--- config.mk ---
export PLATFORM = sky130hd
export DESIGN_NAME = ps2_key_event_queue_flat
export DESIGN_NICKNAME = d
export VERILOG_FILES = /design/src/rtl/ps2_key_event_queue_if.sv /design/src/rtl/ps2_key_event_queue.sv /design/src/flat_wrapper.sv
export SDC_FILE = /design/constraint.sdc
export NUM_CORES = 1
export LEC_CHECK = 0
export CAP_MARGIN = 20
export CORE_UTILIZATION = 40
export CTS_CLUSTER_DIAMETER = 200
export DETAILED_ROUTE_END_ITERATION = 7
export HOLD_SLACK_MARGIN = 0.02
export PLACE_DENSITY = 0.56
export REMOVE_ABC_BUFFERS = 1
export SLEW_MARGIN = 5
export SYNTH_ARGS = -nofsm -noshare
export SYNTH_HDL_FRONTEND = slang
export SYNTH_SLANG_ARGS = --single-unit
--- constraint.sdc ---
create_clock -name clk -period 4.99 [get_ports clk]
set_clock_uncertainty 0.2 [all_clocks]
set_input_delay 0.499 -clock clk [delete_from_list [all_inputs] [get_ports clk]]
set_output_delay 0.499 -clock clk [all_outputs]
set_load 0.02 [all_outputs]
--- src/rtl/ps2_key_event_queue_if.sv ---
// Bus bundle between the PS/2 byte source, the key event queue and its consumer.
// evt_ascii exists only when KEY_ASCII_EN is defined.
interface ps2_key_event_queue_if #(
  parameter int unsigned CNT_W = 8
);
  logic [7:0]       ps2_data;
  logic             ps2_ready;
  logic             ps2_overflow;
  logic             nextdata_n;
  logic             evt_valid;
  logic             evt_ready;
  logic [7:0]       evt_code;
  logic             evt_ext;
  logic             evt_break;
  logic             key_down;
  logic [CNT_W-1:0] release_cnt;
  logic [CNT_W-1:0] drop_cnt;
  logic             src_ovf;
`ifdef KEY_ASCII_EN
  logic [7:0]       evt_ascii;

  modport master (
    output ps2_data, ps2_ready, ps2_overflow, evt_ready,
    input  nextdata_n, evt_valid, evt_code, evt_ext, evt_break,
    input  key_down, release_cnt, drop_cnt, src_ovf, evt_ascii
  );
  modport slave (
    input  ps2_data, ps2_ready, ps2_overflow, evt_ready,
    output nextdata_n, evt_valid, evt_code, evt_ext, evt_break,
    output key_down, release_cnt, drop_cnt, src_ovf, evt_ascii
  );
`else
  modport master (
    output ps2_data, ps2_ready, ps2_overflow, evt_ready,
    input  nextdata_n, evt_valid, evt_code, evt_ext, evt_break,
    input  key_down, release_cnt, drop_cnt, src_ovf
  );
  modport slave (
    input  ps2_data, ps2_ready, ps2_overflow, evt_ready,
    output nextdata_n, evt_valid, evt_code, evt_ext, evt_break,
    output key_down, release_cnt, drop_cnt, src_ovf
  );
`endif
endinterface

--- src/rtl/ps2_key_event_queue.sv ---
// Pops PS/2 set-2 bytes, folds E0/F0 prefixes into key events and queues them for a consumer.
// Optional KEY_ASCII_EN adds a combinational ASCII view of the head event.
module ps2_key_event_queue #(
  parameter int unsigned DEPTH = 8,
  parameter int unsigned CNT_W = 8
) (
  input logic                  clk,
  input logic                  rest,
  ps2_key_event_queue_if.slave bus
);

  localparam int unsigned PTR_W = $clog2(DEPTH);
  localparam int unsigned OCC_W = PTR_W + 1;

  localparam logic [1:0] S_IDLE    = 2'd0;
  localparam logic [1:0] S_EXT     = 2'd1;
  localparam logic [1:0] S_BRK     = 2'd2;
  localparam logic [1:0] S_EXT_BRK = 2'd3;

  localparam logic [7:0] B_EXT = 8'hE0;
  localparam logic [7:0] B_BRK = 8'hF0;

  typedef struct packed {
    logic       brk;
    logic       ext;
    logic [7:0] code;
  } evt_t;

  logic             r_nextdata_n;
  logic [7:0]       r_byte;
  logic [1:0]       r_state;
  logic [1:0]       w_state_nxt;
  logic             w_emit;
  evt_t             w_evt;

  evt_t             r_mem [DEPTH];
  logic [PTR_W-1:0] r_wr_ptr;
  logic [PTR_W-1:0] r_rd_ptr;
  logic [OCC_W-1:0] r_count;
  logic             r_valid;
  evt_t             r_head;

  logic             w_full;
  logic             w_pop;
  logic             w_push;
  logic             w_drop;
  logic [PTR_W-1:0] w_rd_nxt;
  logic [OCC_W-1:0] w_count_nxt;
  evt_t             w_head_nxt;

  logic             r_key_down;
  logic [CNT_W-1:0] r_release_cnt;
  logic [CNT_W-1:0] r_drop_cnt;
  logic             r_src_ovf;

  // Byte pop: nextdata_n is the one-cycle pop strobe and doubles as "byte held in r_byte".
  always_ff @(posedge clk or posedge rest) begin
    if (rest) begin
      r_nextdata_n <= 1'b1;
      r_byte       <= 8'h00;
    end else if (r_nextdata_n && bus.ps2_ready) begin
      r_nextdata_n <= 1'b0;
      r_byte       <= bus.ps2_data;
    end else begin
      r_nextdata_n <= 1'b1;
    end
  end

  always_ff @(posedge clk or posedge rest) begin
    if (rest) r_state <= S_IDLE;
    else      r_state <= w_state_nxt;
  end

  // Prefix parser; acts only in the cycle after a pop.
  always_comb begin
    w_state_nxt = r_state;
    w_emit      = 1'b0;
    w_evt       = '0;
    if (!r_nextdata_n) begin
      case (r_state)
        S_IDLE: begin
          if (r_byte == B_EXT) begin
            w_state_nxt = S_EXT;
          end else if (r_byte == B_BRK) begin
            w_state_nxt = S_BRK;
          end else if (!(r_byte inside {8'hAA, 8'hFA, 8'hEE, 8'hFE, 8'h00, 8'hFF, 8'hE1})) begin
            w_emit = 1'b1;
            w_evt  = '{brk: 1'b0, ext: 1'b0, code: r_byte};
          end
        end
        S_EXT: begin
          if (r_byte == B_BRK) begin
            w_state_nxt = S_EXT_BRK;
          end else if (r_byte != B_EXT) begin
            w_state_nxt = S_IDLE;
            w_emit      = 1'b1;
            w_evt       = '{brk: 1'b0, ext: 1'b1, code: r_byte};
          end
        end
        S_BRK, S_EXT_BRK: begin
          w_state_nxt = S_IDLE;
          if (r_byte != B_EXT && r_byte != B_BRK) begin
            w_emit = 1'b1;
            w_evt  = '{brk: 1'b1, ext: (r_state == S_EXT_BRK), code: r_byte};
          end
        end
        default: w_state_nxt = S_IDLE;
      endcase
    end
  end

  // FIFO control; the head is registered so it holds its last value while empty.
  always_comb begin
    w_full      = (r_count == OCC_W'(DEPTH));
    w_pop       = r_valid & bus.evt_ready;
    w_push      = w_emit & (~w_full | w_pop);
    w_drop      = w_emit & w_full & ~w_pop;
    w_rd_nxt    = w_pop ? r_rd_ptr + PTR_W'(1) : r_rd_ptr;
    w_count_nxt = r_count + OCC_W'(w_push) - OCC_W'(w_pop);
    w_head_nxt  = r_head;
    if (w_count_nxt != '0) begin
      if (w_push && (w_rd_nxt == r_wr_ptr)) w_head_nxt = w_evt;
      else                                  w_head_nxt = r_mem[w_rd_nxt];
    end
  end

  always_ff @(posedge clk) begin
    if (w_push) r_mem[r_wr_ptr] <= w_evt;
  end

  always_ff @(posedge clk or posedge rest) begin
    if (rest) begin
      r_wr_ptr <= '0;
      r_rd_ptr <= '0;
      r_count  <= '0;
      r_valid  <= 1'b0;
      r_head   <= '0;
    end else begin
      if (w_push) r_wr_ptr <= r_wr_ptr + PTR_W'(1);
      r_rd_ptr <= w_rd_nxt;
      r_count  <= w_count_nxt;
      r_valid  <= (w_count_nxt != '0);
      r_head   <= w_head_nxt;
    end
  end

  // Status: key state and release count follow every emit, even a dropped one.
  always_ff @(posedge clk or posedge rest) begin
    if (rest) begin
      r_key_down    <= 1'b0;
      r_release_cnt <= '0;
      r_drop_cnt    <= '0;
      r_src_ovf     <= 1'b0;
    end else begin
      r_src_ovf <= r_src_ovf | bus.ps2_overflow;
      if (w_emit) begin
        r_key_down <= ~w_evt.brk;
        if (w_evt.brk) r_release_cnt <= r_release_cnt + CNT_W'(1);
      end
      if (w_drop && (r_drop_cnt != '1)) r_drop_cnt <= r_drop_cnt + CNT_W'(1);
    end
  end

  assign bus.nextdata_n  = r_nextdata_n;
  assign bus.evt_valid   = r_valid;
  assign bus.evt_code    = r_head.code;
  assign bus.evt_ext     = r_head.ext;
  assign bus.evt_break   = r_head.brk;
  assign bus.key_down    = r_key_down;
  assign bus.release_cnt = r_release_cnt;
  assign bus.drop_cnt    = r_drop_cnt;
  assign bus.src_ovf     = r_src_ovf;

`ifdef KEY_ASCII_EN
  function automatic logic [7:0] ascii_of(input logic [7:0] c);
    case (c)
      8'h1C: ascii_of = 8'h41;  8'h32: ascii_of = 8'h42;  8'h21: ascii_of = 8'h43;
      8'h23: ascii_of = 8'h44;  8'h24: ascii_of = 8'h45;  8'h2B: ascii_of = 8'h46;
      8'h34: ascii_of = 8'h47;  8'h33: ascii_of = 8'h48;  8'h43: ascii_of = 8'h49;
      8'h3B: ascii_of = 8'h4A;  8'h42: ascii_of = 8'h4B;  8'h4B: ascii_of = 8'h4C;
      8'h3A: ascii_of = 8'h4D;  8'h31: ascii_of = 8'h4E;  8'h44: ascii_of = 8'h4F;
      8'h4D: ascii_of = 8'h50;  8'h15: ascii_of = 8'h51;  8'h2D: ascii_of = 8'h52;
      8'h1B: ascii_of = 8'h53;  8'h2C: ascii_of = 8'h54;  8'h3C: ascii_of = 8'h55;
      8'h2A: ascii_of = 8'h56;  8'h1D: ascii_of = 8'h57;  8'h22: ascii_of = 8'h58;
      8'h35: ascii_of = 8'h59;  8'h1A: ascii_of = 8'h5A;
      8'h45: ascii_of = 8'h30;  8'h16: ascii_of = 8'h31;  8'h1E: ascii_of = 8'h32;
      8'h26: ascii_of = 8'h33;  8'h25: ascii_of = 8'h34;  8'h2E: ascii_of = 8'h35;
      8'h36: ascii_of = 8'h36;  8'h3D: ascii_of = 8'h37;  8'h3E: ascii_of = 8'h38;
      8'h46: ascii_of = 8'h39;  8'h29: ascii_of = 8'h20;
      default: ascii_of = 8'h00;
    endcase
  endfunction

  assign bus.evt_ascii = (r_valid && !r_head.ext) ? ascii_of(r_head.code) : 8'h00;
`endif

endmodule
--- src/flat_wrapper.sv ---
// flat-port wrapper written by rule: the top's interface ports become plain ports
module ps2_key_event_queue_flat 
#(
  parameter int unsigned DEPTH = 8,
  parameter int unsigned CNT_W = 8
)
  (clk, rest, bus_ps2_data, bus_ps2_ready, bus_ps2_overflow, bus_evt_ready, bus_nextdata_n, bus_evt_valid, bus_evt_code, bus_evt_ext, bus_evt_break, bus_key_down, bus_release_cnt, bus_drop_cnt, bus_src_ovf);
  ps2_key_event_queue_if #(.CNT_W(CNT_W)) bus_i ();
  input logic clk;
  input logic rest;
  input wire logic [$bits(bus_i.ps2_data)-1:0] bus_ps2_data;
  input wire logic [$bits(bus_i.ps2_ready)-1:0] bus_ps2_ready;
  input wire logic [$bits(bus_i.ps2_overflow)-1:0] bus_ps2_overflow;
  input wire logic [$bits(bus_i.evt_ready)-1:0] bus_evt_ready;
  output wire logic [$bits(bus_i.nextdata_n)-1:0] bus_nextdata_n;
  output wire logic [$bits(bus_i.evt_valid)-1:0] bus_evt_valid;
  output wire logic [$bits(bus_i.evt_code)-1:0] bus_evt_code;
  output wire logic [$bits(bus_i.evt_ext)-1:0] bus_evt_ext;
  output wire logic [$bits(bus_i.evt_break)-1:0] bus_evt_break;
  output wire logic [$bits(bus_i.key_down)-1:0] bus_key_down;
  output wire logic [$bits(bus_i.release_cnt)-1:0] bus_release_cnt;
  output wire logic [$bits(bus_i.drop_cnt)-1:0] bus_drop_cnt;
  output wire logic [$bits(bus_i.src_ovf)-1:0] bus_src_ovf;
  assign bus_i.ps2_data = bus_ps2_data;
  assign bus_i.ps2_ready = bus_ps2_ready;
  assign bus_i.ps2_overflow = bus_ps2_overflow;
  assign bus_i.evt_ready = bus_evt_ready;
  assign bus_nextdata_n = bus_i.nextdata_n;
  assign bus_evt_valid = bus_i.evt_valid;
  assign bus_evt_code = bus_i.evt_code;
  assign bus_evt_ext = bus_i.evt_ext;
  assign bus_evt_break = bus_i.evt_break;
  assign bus_key_down = bus_i.key_down;
  assign bus_release_cnt = bus_i.release_cnt;
  assign bus_drop_cnt = bus_i.drop_cnt;
  assign bus_src_ovf = bus_i.src_ovf;
  ps2_key_event_queue #(.DEPTH(DEPTH), .CNT_W(CNT_W)) u_core (.clk(clk), .rest(rest), .bus(bus_i));
endmodule
==> impl_metrics.toml, run 1 <==
[drt]
ant_nets = 0
first_pass_iters = 5
drtIter0Drc = 324
detail_route.wl_per_cell_um = 18.48
via_per_inst = 5.447
vias = 3644
drc = 0
drt_wl_total_um = 12360

[floorplanning]
initial_core_util = 0.4097
io_pins = 43
die_area_um2 = 14700
core_um2 = 13880
num_rows = 43
die_h_um = 121.2
die_x_um = 121.2

[outcome]
status = "finished, final reports clean"

[clocking]
cts_buffer_depth = 2
holdBufCountCts = 0
cts-root-buf = "clkbuf_16"
clkLatencyLatePin_ns = 0.42
clkSinkCount = 130
cts_resized = 0
cts_made_buffers = 17
cts_tree = "yes"
clk_pin_slew_worst_paths_ns = 0.06
htreeDepth = 4
cts_setup_buffers = 0

[logic_synthesis]
syn_avg_cell_area_um2 = 13.54
synth-seq-cells = 130
netlist_instances = 420
ys_seq_area_frac = 0.6427
synth_top_area_share = 0.4224
post-synth-top-area-cell = "edfxtp_1"
async_flop_share = 0.3846
synthFlopType = "edfxtp_1"
synth.area.top_cells = "edfxtp_1 (42%), dfrtp_1 (22%), mux4_2 (3.2%)"
ys_types = 55
syn_area_um2 = 5687
synth_edf_count = 80
yosys_warnings = 0

[placed_design]
port_buffers = 42
globalplace.congestion = 0.7906
dp_hpwl_um = 8400
postPlaceCellArea_um2 = 6309

[worst_setup_path]
r2r_cells = 14
r2r_slack_ns = 1.31
cp-start-kind = "register"
critPathKind = "register to register"
cp-end-kind = "register"
crit_required_ns = 5.09
critPathArrivalTime_ns = 3.78
crit_path_max_fanout = 12

[global_route]
grtUsageTotal = 0.1846
grt.overflow.total = 0
grt_pass1_vias = 3660
grt_max_degree = 51
antenna_found_initial = 0
grt_pass1_wl_um = 19670

[sta]
fin_crit_ns = 3.679
worstMarginPinSlew_ns = 1.055
final_max_slew_viol_count = 0
hold_viol_final = 0
finalCritPeriodShare = 0.7373
fmax_mhz = 271.8
slew_headroom = 0.2905
setup_viol = 0
finalSetupTns_ns = 0
rsz0062_at_grt = "false"

[layout]
fillers = 1200
area_growth_syn_to_layout_pct = 22.55
diodes = 0
design_area_um2 = 6969
drive_above_1_share = 0.1493
nets = 499

[run]
max_cap_viol_count = 0

[pwr]
ir_drop_mv = 0.3625
powerDensity_nw_per_um2 = 595.5
power.leakage_nw = 2.643

[hold_path]
hold_class = "primary input to asynchronous set/reset pin"
final timing paths:
path	from	to
max	u_core.r_byte[2]	u_core.bus.evt_code[5]
min	rest	u_core.r_count[0]
max reg2reg	u_core.r_byte[2]	u_core.bus.evt_code[5]
min reg2reg	u_core.bus.release_cnt[7]	u_core.bus.release_cnt[7]
max in group asynchronous	rest	u_core.bus.nextdata_n
min in group clk	u_core.bus.release_cnt[7]	u_core.bus.release_cnt[7]
critical path, stage by stage (launching register included):
cell	delay, ns
dfrtp_1	0.46
or3_1	0.39
a21o_1	0.20
a2111o_1	0.44
and4_1	0.32
ha_1	0.24
inv_1	0.07
fa_1	0.17
xnor2_1	0.07
or3_1	0.30
nor2_1	0.09
buf_4	0.19
inv_2	0.11
o31a_1	0.12
a22o_1	0.20
synthesized netlist by cell type (8+ instances only):
cell,count
inv_1,15
mux2i_1,9
mux4_2,8
o21ai_0,10
nand4_1,8
dfrtp_1,49
a21oi_1,14
ha_1,9
edfxtp_1,80
nand3_1,22
xnor2_1,18
mux2_2,11
nor2_1,20
nand2_1,42
flip-flops by register name, summed over array words and instances (netlist names):
register / flops
u_core.r_mem: 80
u_core.bus.drop_cnt: 8
u_core.bus.evt_code: 8
u_core.bus.release_cnt: 8
u_core.r_byte: 8
u_core.r_count: 4
u_core.r_rd_ptr: 3
u_core.r_wr_ptr: 3
u_core.r_state: 2
u_core.bus.evt_break: 1
u_core.bus.evt_ext: 1
u_core.bus.evt_valid: 1
u_core.bus.key_down: 1
u_core.bus.nextdata_n: 1
u_core.bus.src_ovf: 1
report_power, final:
group / internal [mW] / switching [mW]
Combinational: 0.621 / 0.779
Sequential: 1.35 / 0.144
Clock: 0.821 / 0.440
Total: 2.79 / 1.36
metal layers:
metal / routed length, um / GRT usage / vias to the layer above
met5: 0 / 0 / -
li1: - / - / 1692
met3: 734 / 0.05592 / 18
met4: 198 / 0.06481 / 0
met2: 5701 / 0.2764 / 106
met1: 5726 / 0.2541 / 1828
metrics by stage:
stage	power [mW]	utilization	setup slack (ns)	std cells	hold WS, ns
6_report	4.150	0.5021	1.311	669	0.1463
4_1_cts	4.180	0.4982	1.293	665	0.2733
5_1_grt	4.396	0.5021	1.026	669	0.1812
3_5_place_dp	2.909	0.4545	1.140	633	0.2572
2_1_floorplan	2.427	-	1.314	404	0.3157
3_3_place_gp	2.882	0.4545	1.241	633	0.2544
placed cells by master, fill, tap and decap left out, types with 5 or more instances in the layout:
| master | count |
|---|---|
| nand4_1 | 8 |
| o2111ai_1 | 6 |
| a21oi_1 | 14 |
| nor2_1 | 20 |
| nand2b_1 | 5 |
| and2_1 | 7 |
| a31oi_1 | 6 |
| a32oi_1 | 5 |
| edfxtp_1 | 80 |
| xnor2_1 | 18 |
| o21ai_0 | 10 |
| and3_1 | 7 |
| dfrtp_1 | 49 |
| inv_1 | 14 |
| mux2i_1 | 9 |
| clkbuf_16 | 17 |
| clkdlybuf4s50_1 | 42 |
| nand2_1 | 42 |
| buf_4 | 7 |
| ha_1 | 9 |
| mux2_2 | 11 |
| a22o_1 | 5 |
| nand3_1 | 22 |
| o31a_1 | 5 |
| mux4_2 | 8 |
kinds of logic after synthesis:
family | share of synthesized area
fa+ha+maj | 0.02332
simple gates | 0.1129
compound gates | 0.07745
flops | 0.6427
mux | 0.07921
buf+inv | 0.02574
xor+xnor | 0.03872
final cells by class:
type	count	area (um^2)	share of cell area
Timing Repair Buffer	53	526.8	0.07558
Tap cell	180	225.2	0.03232
Sequential cell	130	3655	0.5244
Multi-Input combinational cell	256	1886	0.2706
Clock buffer	22	474.2	0.06804
Clock inverter	10	132.6	0.01903
Inverter	18	70.07	0.01005
Power figures use the tool's default switching activity.
==> run 2, diff against run 1 <==
- PLACE_DENSITY: 0.56 -> 0.58
- clock period: 4.99 -> 3.2 ns (I/O delays scaled with it)
==> impl_metrics.toml, run 2 (same netlist as run 1, synthesis figures left out) <==
[worst_setup_path]
cp-end-kind = "register"
critPathKind = "register to register"
crit_path_max_fanout = 6
critPathArrivalTime_ns = 3.38
cp-start-kind = "register"
crit_required_ns = 3.31
r2r_cells = 13

[placed_design]
postPlaceCellArea_um2 = 6588
port_buffers = 42
placed_cells = 667
dp_hpwl_um = 9238
globalplace.congestion = 0.7907

[sta]
worstMarginPinSlew_ns = 0.9958
setup_viol = 10
hold_viol_final = 0
slew_headroom = 0.3337
finalCritPeriodShare = 1.022
finalHoldWorstSlack_ns = 0.06318
rsz0062_at_grt = "true"
fin_crit_ns = 3.271
final_max_slew_viol_count = 0
fmax_mhz = 305.7
worst_slack_ns = -0.07096

[floorplanning]
initial_core_util = 0.4097
num_rows = 43
die_x_um = 121.2
core_um2 = 13880
io_pins = 43
die_h_um = 121.2
die_area_um2 = 14700

[clocking]
clk_pin_slew_worst_paths_ns = 0.06
cts_tree = "yes"
htreeDepth = 4
cts_made_buffers = 17
clkLatencyLatePin_ns = 0.42
cts_buffer_depth = 2
clkSinkCount = 130
cts-root-buf = "clkbuf_16"

[drt]
drc = 0
vias = 3754
detail_route.wl_per_cell_um = 18.74
via_per_inst = 5.332
drtIter0Drc = 272
ant_nets = 0
first_pass_iters = 4
drt_wl_total_um = 13190

[layout]
design_area_um2 = 7276
largest_reg_flops = 80
final_common_cell = "edfxtp_1"
instances_no_fill = 704
nets = 534
diodes = 0
drive_above_1_share = 0.2290
regMostFlops = "u_core.r_mem"
final_cell_mix = "edfxtp_1 (80), dfrtp_1 (49), nand2_1 (42), clkdlybuf4s50_1 (42), buf_4 (38)"
area_growth_syn_to_layout_pct = 27.94

[pwr]
power.leakage_nw = 2.800
powerDensity_nw_per_um2 = 925.4
ir_drop_mv = 0.5708
power_mw = 6.733

[global_route]
grt_pass1_wl_um = 20930
grt.overflow.total = 0
grtUsageTotal = 0.1951
antenna_found_initial = 0
grt_pass1_vias = 3804
grt_max_degree = 27

[outcome]
status = "finished with violations"
failed_checks = "setup timing"

[hold_path]
hold_class = "primary input to asynchronous set/reset pin"

[run]
max_cap_viol_count = 0
-- run 2: area by class of cell --
| class | count | area, um^2 |
|---|---|---|
| fill | 1210 | 6605 |
| clock buffer | 18 | 439.2 |
| sequential | 130 | 3655 |
| multi-input combinational | 256 | 1947 |
| tap | 180 | 225.2 |
| inverter | 18 | 72.57 |
| clock inverter | 14 | 138.9 |
| timing repair buffer | 88 | 798.3 |
-- run 2: worst paths after layout --
check / start / to / slack (ns)
setup / recovery: u_core.r_byte[6] / u_core.bus.evt_break / -0.07
hold reg to reg: u_core.bus.src_ovf / u_core.bus.src_ovf / 0.28
min in group clk: u_core.bus.src_ovf / u_core.bus.src_ovf / 0.28
setup reg to reg: u_core.r_byte[6] / u_core.bus.evt_break / -0.07
hold / removal: rest / u_core.r_wr_ptr[0] / 0.06
max in group asynchronous: rest / u_core.bus.nextdata_n / 1.94
-- run 2: per-stage QoR --
step                      setup TNS, ns    util  worst slack, ns
after global routing             -1.934  0.5242          -0.2088
after CTS                       -0.3787  0.5223         -0.07330
after detailed placement         -1.609  0.4746          -0.1702
final                           -0.3814  0.5242         -0.07096
after floorplan                  -3.975       -          -0.4762
after global placement          -0.7973  0.4721          -0.1024
-- run 2: what timing repair did --
action	4_1_cts	5_1_grt
buffers inserted	3	0
endpoints found under the setup margin	15	11
hold buffers	0	0
resized for setup	16	3
pin swaps	5	2
cloned	1	0
-- run 2: where the power goes --
group	total, mW	internal (mW)	switching (mW)
sequential	2.32	2.10	0.223
combinational	2.54	1.18	1.36
clock	1.87	1.16	0.714
-- run 2: worst max-delay path: stages, from the launching register on --
cell and delay (ns):
dfrtp_1 0.39, or3_1 0.37, a21o_1 0.18, a2111o_1 0.41, and4_4 0.23, ha_4 0.16, inv_2 0.05, fa_2 0.19
xnor2_1 0.08, or3_4 0.34, nor2_4 0.17, buf_6 0.15, a31oi_1 0.04, a22o_1 0.20
-- run 2: metal layers --
layer  wire [um]  vias up  GRT usage
li1            -     1758          -
met1        6210     1902     0.2691
met5           0        -          0
met4         119        0    0.06327
met2        6317       84     0.2989
met3         546       10    0.05263
